**config.mk**
```make
export PLATFORM = sky130hd
export DESIGN_NAME = stepper_move_ctrl
export DESIGN_NICKNAME = d
export VERILOG_FILES = /design/src/rtl/stepper_move_ctrl.sv
export SDC_FILE = /design/constraint.sdc
export NUM_CORES = 1
export LEC_CHECK = 0
export BUFFER_PORTS_ARGS = -buffer_cell sky130_fd_sc_hd__buf_2
export CORE_AREA = 2 2 109 111
export CTS_BUF_LIST = sky130_fd_sc_hd__clkbuf_16
export DETAILED_ROUTE_END_ITERATION = 10
export DIE_AREA = 0 0 111 113
export PLACE_DENSITY = 0.5
export SYNTH_ARGS = -nofsm -noshare
export SYNTH_HDL_FRONTEND = slang
export SYNTH_SLANG_ARGS = --single-unit
```
**constraint.sdc**
```tcl
create_clock -name clk -period 4.5 [get_ports clk]
set_input_delay 0.9 -clock clk [delete_from_list [all_inputs] [get_ports clk]]
set_output_delay 0.9 -clock clk [all_outputs]
set_load 0.05 [all_outputs]
```
**src/rtl/stepper_move_ctrl.sv**
```systemverilog
// Stepper move sequencer: paced steps, coil phase, signed position, busy/done.
// Ports: clk, rst, cmd_valid/ready/dir/count/period, abort -> phase, step_pulse,
// position, busy, done. Define STEPPER_HALF_STEP_EN for the 8-entry half-step table.
module stepper_move_ctrl #(
  parameter int CNT_W = 7,
  parameter int DIV_W = 16,
  parameter int POS_W = 16
) (
  input  logic             clk,
  input  logic             rst,
  input  logic             cmd_valid,
  output logic             cmd_ready,
  input  logic             cmd_dir,
  input  logic [CNT_W-1:0] cmd_count,
  input  logic [DIV_W-1:0] cmd_period,
  input  logic             abort,
  output logic [3:0]       phase,
  output logic             step_pulse,
  output logic [POS_W-1:0] position,
  output logic             busy,
  output logic             done
);

`ifdef STEPPER_HALF_STEP_EN
  localparam int IDX_W = 3;
`else
  localparam int IDX_W = 2;
`endif

  typedef enum logic [1:0] {
    S_IDLE,
    S_RUN,
    S_DONE
  } state_e;

  state_e           state_q, state_d;
  logic             dir_q, dir_d;
  logic [DIV_W-1:0] per_q, per_d;
  logic [DIV_W-1:0] div_q, div_d;
  logic [CNT_W-1:0] rem_q, rem_d;
  logic [IDX_W-1:0] idx_q, idx_d;
  logic [3:0]       phase_q, phase_d;
  logic [POS_W-1:0] pos_q, pos_d;
  logic             pulse_q, pulse_d;
  logic             done_q, done_d;
  logic             busy_q, busy_d;
  logic             ready_q, ready_d;
  logic [DIV_W-1:0] per_eff;

  // Index wraps naturally at 2^IDX_W, which is the table length.
  function automatic logic [3:0] phase_lut(
    input logic [IDX_W-1:0] idx
  );
    logic [3:0] pat;
`ifdef STEPPER_HALF_STEP_EN
    unique case (idx)
      3'd0:    pat = 4'b0001;
      3'd1:    pat = 4'b0011;
      3'd2:    pat = 4'b0010;
      3'd3:    pat = 4'b0110;
      3'd4:    pat = 4'b0100;
      3'd5:    pat = 4'b1100;
      3'd6:    pat = 4'b1000;
      default: pat = 4'b1001;
    endcase
`else
    unique case (idx)
      2'd0:    pat = 4'b0001;
      2'd1:    pat = 4'b0010;
      2'd2:    pat = 4'b0100;
      default: pat = 4'b1000;
    endcase
`endif
    return pat;
  endfunction

  assign per_eff = (cmd_period == '0)
                 ? DIV_W'(1) : cmd_period;

  always_comb begin
    state_d = state_q;
    dir_d   = dir_q;
    per_d   = per_q;
    div_d   = div_q;
    rem_d   = rem_q;
    idx_d   = idx_q;
    pos_d   = pos_q;
    pulse_d = 1'b0;
    unique case (state_q)
      S_IDLE: begin
        if (cmd_valid) begin
          dir_d = cmd_dir;
          per_d = per_eff;
          div_d = per_eff - DIV_W'(1);
          rem_d = cmd_count;
          state_d = (cmd_count == '0)
                  ? S_DONE : S_RUN;
        end
      end
      S_RUN: begin
        // Abort beats a step falling due the same cycle.
        if (abort) begin
          state_d = S_DONE;
        end else if (div_q == '0) begin
          div_d   = per_q - DIV_W'(1);
          rem_d   = rem_q - CNT_W'(1);
          pulse_d = 1'b1;
          if (dir_q) begin
            idx_d = idx_q + IDX_W'(1);
            pos_d = pos_q + POS_W'(1);
          end else begin
            idx_d = idx_q - IDX_W'(1);
            pos_d = pos_q - POS_W'(1);
          end
          if (rem_q == CNT_W'(1))
            state_d = S_DONE;
        end else begin
          div_d = div_q - DIV_W'(1);
        end
      end
      S_DONE:  state_d = S_IDLE;
      default: state_d = S_IDLE;
    endcase
    phase_d = phase_lut(idx_d);
    done_d  = (state_d == S_DONE);
    busy_d  = (state_d != S_IDLE);
    ready_d = (state_d == S_IDLE);
  end

  always_ff @(posedge clk) begin
    if (rst) begin
      state_q <= S_IDLE;
      dir_q   <= 1'b0;
      per_q   <= '0;
      div_q   <= '0;
      rem_q   <= '0;
      idx_q   <= '0;
      phase_q <= 4'b0001;
      pos_q   <= '0;
      pulse_q <= 1'b0;
      done_q  <= 1'b0;
      busy_q  <= 1'b0;
      ready_q <= 1'b1;
    end else begin
      state_q <= state_d;
      dir_q   <= dir_d;
      per_q   <= per_d;
      div_q   <= div_d;
      rem_q   <= rem_d;
      idx_q   <= idx_d;
      phase_q <= phase_d;
      pos_q   <= pos_d;
      pulse_q <= pulse_d;
      done_q  <= done_d;
      busy_q  <= busy_d;
      ready_q <= ready_d;
    end
  end

  assign cmd_ready  = ready_q;
  assign phase      = phase_q;
  assign step_pulse = pulse_q;
  assign position   = pos_q;
  assign busy       = busy_q;
  assign done       = done_q;

endmodule

```
After elaboration in Yosys (flattened, before gate mapping):

Index checks and enable logic that the tools add are counted.
Widths: inputs -> output; s select.

* flip-flop bits (word level): 68
* word-level logic and storage cells: 65

* add/sub/neg operators: 8
* eq/ne operators: 8
* muxes and demuxes: 22
* bitwise operators: 2
* reductions and logical operators: 13

Operators with widths (count)
* $mux 16: 5
* $sub 16x1->16 const B: 4
* $logic_not 16->1: 2
* $pmux 16 s2: 1
* $mux 7: 3
* $mux 2: 9
* $add 16x1->16 const B: 1
* $pmux 7 s2: 1
* $pmux 4 s3: 1
* $eq 7x1->1 const B: 1
* $logic_not 7->1: 1
* $sub 7x1->7 const B: 1
* $logic_not 2->1: 3
* $ne 2x2->1 const B: 3
* $reduce_and 3->1: 2
* $eq 2x1->1 const B: 2
* $eq 2x2->1 const B: 2
* $pmux 2 s2: 1
* $reduce_and 4->1: 1
* $reduce_bool 2->1: 2
* $reduce_or 3->1: 1
* $add 2x1->2 const B: 1
* $not 1->1: 2
* $reduce_and 2->1: 1
* 2 further kinds: 2

Logic depth before layout (Yosys ltp):

* depth after elaboration: 7
* depth in mapped cells: 15

Worst setup path after synthesis:

No wires, ideal clock.

* kind: register -> register
* start point: register state_q[1]
* end point: register div_q[14]
* arrival time: 3.528 ns
* data required time: 4.409 ns
* slack: 0.881 ns
* cell stages (with the launch flop): 16
* buffers on the path: 5
* period minus slack after synthesis: 3.619 ns
* cell sequence: dfxtp_1 > nand2b_1 > buf_6 > clkbuf_1 > buf_4 > clkbuf_1 > clkbuf_1 > nor2_1 > a21oi_1 > ha_1 > nand3_1 > a31oi_1 > a21oi_2 > or4_4 > or4_1 > a311oi_1

* word-level cells in the longest chain between the ends: 3
* elaborated cells on any way between the ends: 7
* classes of those cells: 3 x eq/ne; 1 x mux; 3 x reduce/logical

Ends and longest elaborated chain
* start, declared: RTL line 36 `state_e state_q, state_d;`
* start signal, assigned: RTL line 145 `state_q <= state_d;`
* $eq 2x1->1 or $logic_not 2->1 (tied branches): RTL line 89 `unique case (state_q)`
* $ne 2x2->1 (no line) or $reduce_bool 2->1 (tied branches)
* $reduce_and 3->1 (no line)
* end signal, assigned: RTL line 148 `div_q <= div_d;`
* end, declared: RTL line 39 `logic [DIV_W-1:0] div_q, div_d;`

Several ways; a longest one is shown, not always the timed one.
A chain may end at the register's enable or synchronous reset.

Worst setup path in the final report:

* start point: register div_q[3]
* end point: register div_q[14]

* word-level cells in the longest chain between the ends: 4
* elaborated cells on any way between the ends: 5
* classes of those cells: 1 x add/sub; 3 x mux; 1 x reduce/logical

Ends and longest elaborated chain
* $sub 16x1->16 or $logic_not 16->1 (tied branches): RTL line 118, 104
* $mux 16 (*): RTL line 104 `end else if (div_q == '0) begin`
* $mux 16 (*): RTL line 102 `if (abort) begin`
* $pmux 16 s2 (*): RTL line 89

Every way passes the cells marked *; elsewhere a longest branch is shown, timed or not. The select of a mux whose other input is x is not followed.

==> run_results.csv <==
group,metric,value,unit
run_status,status,"finished clean",
routing,drt_first_pass_iters,5,
sta,setup_tns,0,ps
die,die_w,111,µm
global_route,grt_pass1_vias,3673,
clock_tree,insertion_delay,340,ps
global_route,antenna_found_initial,0,
critical_path,path_class,"reg2reg",
synthesis,synthFlopType,"dfxtp_1",
synthesis,synth.avg_cell_area,7.61,µm²
synthesis,synthArstFlopShare,0,%
place,place_congestion,0.854,
die,dieArea,12500,µm²
routing,drt-total-wl,10900,µm
routing,vias_per_cell,5.50,
sta,fin_worst_skew,4.70,ps
synthesis,yosysTopAreaCell,"dfxtp_1",
critical_path,end_kind,"register",
sta,rsz0062_at_grt,"false",
clock_tree,ctsHoldBuffers,0,
sta,worst_pin_slew,858,ps
critical_path,crit_slowest_cell,"or4_4",
place,dpl.hpwl,7630,µm
power_and_ir_drop,power_density,386,nW/µm²
power_and_ir_drop,switching_power,0.000530,W
global_route,grt-ovfl-total,0,
power_and_ir_drop,design_power_total,0.00183,W
routing,wl_met1,5060,µm
routing,dr.max_layer_used,"met4",
sta,final_max_slew_viol_count,0,
worst_hold_path,hold_class,"reg2reg",
routing,dr_wl_met2,5120,µm
routing,drt_iter0_drc,272,
clock_tree,clk_pin_slew,60,ps
clock_tree,cts_sinks,68,
synthesis,synth_top_family_by_area,"simple AND/OR/NAND/NOR gates",
place,pre_cts_slack,1080,ps
sta,slew_headroom,42.6,%
job,maxCapViolCount,0,
sta,hold_viol,0,
die,initial_utilization,35.9,%
sta,min_period_over_period,76.0,%
sta,setup_viol,0,
critical_path,arrival,3660,ps
critical_path,reg2reg_from,"div_q[3]",
worst_hold_path,worstHoldStart,"per_q[9]",
final_layout,antennaDiodeCount,0,
critical_path,crit_path_start,"div_q[3]",
sta,max_clock_freq,0.293,GHz
power_and_ir_drop,seqPwrFrac,37.1,%
clock_tree,cts_setup_buffers,0,
sta,worst_slack,1080,ps
power_and_ir_drop,pwr-share-comb,18.6,%
synthesis,syn_nets,577,
critical_path,crit_path_start_kind,"register",
clock_tree,clockBufferDepth,2,
synthesis,synthSimpleGateAreaFrac,26.7,%
synthesis,synthMuxAreaShare,1.27,%
critical_path,required,4740,ps
die,ioPinCount,52,
synthesis,synth_area_leaders,"dfxtp_1 34%, nand2_1 8.2%, a21oi_1 5.7%",
critical_path,cp_cell_sequence,"or3_1 -> nor3_2 -> and2_1 -> a21oi_1 -> nor2_1 -> a21oi_1 -> ha_1 -> nand3_1 -> a31oi_1 -> a21oi_2 -> or4_4 -> or4_1 -> a311oi_1",
critical_path,critPathMostFrequentCell,"a21oi_1",
power_and_ir_drop,total_leakage_power,1.92,nW
synthesis,syn_area,4040,µm²
global_route,grt_max_degree,42,
global_route,grt_pass1_wl,18000,µm
routing,drc,0,
final_layout,drive_above_1_share,15.6,%
synthesis,synthCells,531,
synthesis,synth_top_area_share,33.7,%
final_layout,area_growth,17.5,%
clock_tree,cts_root_buf,"clkbuf_16",
power_and_ir_drop,internal_power,0.00130,W
global_route,grt_usage,17.9,%
synthesis,yosysWarnings,0,
power_and_ir_drop,vdd_drop_max,0.000262,V
synthesis,synth-compound-area-share,24.1,%
clock_tree,htree_levels,3,
final_layout,n_fill_cell,1150,
synthesis,synth_edf_count,0,
critical_path,crit_family,"simple AND/OR/NAND/NOR gates",
routing,route.met3.wl,512,µm
routing,avgRoutedWirePerCell,15.1,µm
synthesis,synthTopCellsByCount,"88 x nand2_1, 68 x dfxtp_1, 53 x nor2_1",
critical_path,cp_slowest_stage_delay,550,ps
routing,route.vias.total,3957,
synthesis,synth.distinct_cells,60,
routing,ant_nets,0,
clock_tree,cts-resized-gates,0,
die,core,11300,µm²
die,die_y,113,µm
clock_tree,cts_tree,"yes",
critical_path,crit_fanout,10,
synthesis,seq_area_frac_synth,33.7,%
power_and_ir_drop,clkPwrFrac,44.3,%
synthesis,synth_fa_ha_area_share,5.76,%
place,port_buffers,51,
synthesis,synth_most_common_cell,"nand2_1",
final_layout,layout.nets,617,
sta,min_period,3420,ps
synthesis,ys_ff_latch,68,
power_and_ir_drop,switching_share,28.9,%
critical_path,path_buf_inv,0,
synthesis,synthXorXnorAreaFrac,3.90,%
die,rows,39,
clock_tree,cts_buffers,9,
-- per-stage QoR --
stage	utilization [%]	std cells	cell area, µm²	hold slack (ps)
2_1_floorplan	-	531	4040	436
3_3_place_gp	39.1	703	4410	447
3_5_place_dp	39.1	703	4410	450
4_1_cts	42.1	719	4750	457
5_1_grt	42.1	719	4750	476
6_report	42.1	719	4750	460
-- final cells by class --
class | instances | area [µm²] | share of cell area, %
multi-input cells | 421 | 2500 | 52.7
well taps | 143 | 179 | 3.77
clock buffers | 9 | 225 | 4.74
flip-flops and latches | 68 | 1360 | 28.7
inverters | 11 | 41.3 | 0.870
repair buffers | 60 | 323 | 6.80
clock inverters | 7 | 116 | 2.45
-- logic make-up after synthesis --
kind of cell	Yosys count
DFF	68
AOI/OAI and AO/OA	152
adders and majority gates	18
and+or+nand+nor	228
xor gates and xnor gates	18
buffers and inverters	42
muxes	5
-- metal layers --
layer / global-route usage, % / vias to the layer above
met1: 22.3 / 1819
met5: 0 / -
met3: 5.30 / 14
met4: 6.17 / 0
li1: - / 2025
met2: 29.7 / 99
-- final timing paths --
check                    to  slack, ps  cells past startpoint
setup / recovery  div_q[14]       1080                     13
hold reg to reg    per_q[9]        460                      2
setup reg to reg  div_q[14]       1080                     13
hold / removal     per_q[9]        460                      2
-- placed cells by master, fill, tap and decap left out, drive strengths merged, types with 12 or more instances in the layout --
cell type  count
o21ai         32
nor4          12
a31oi         15
a211oi        15
ha            17
dfxtp         68
inv           12
a21oi         47
nor2          53
nand2         88
buf           60
nor3          29
-- tightest hold or removal path: stages, from the launching register on --
cell and delay, ps:
dfxtp_1 310, nand2_1 50, a21oi_1 50
-- power by group through the flow --
stage                     clock network, W  logic, W  registers [W]
after detailed placement                 0  0.000340       0.000692
final                             0.000813  0.000341       0.000680
after global routing              0.000863  0.000382       0.000685
after CTS                         0.000840  0.000342       0.000679
after global placement                   0  0.000340       0.000692
after floorplan                          0  0.000247       0.000692
-- state kept, by name, indices dropped and copies added, names as in the netlist, 2 cells and up --
signal and cells:
div_q 16, idx_q 2, per_q 16, phase 4
position 16, rem_q 7, state_q 2
(Power assumes the default switching activity.)
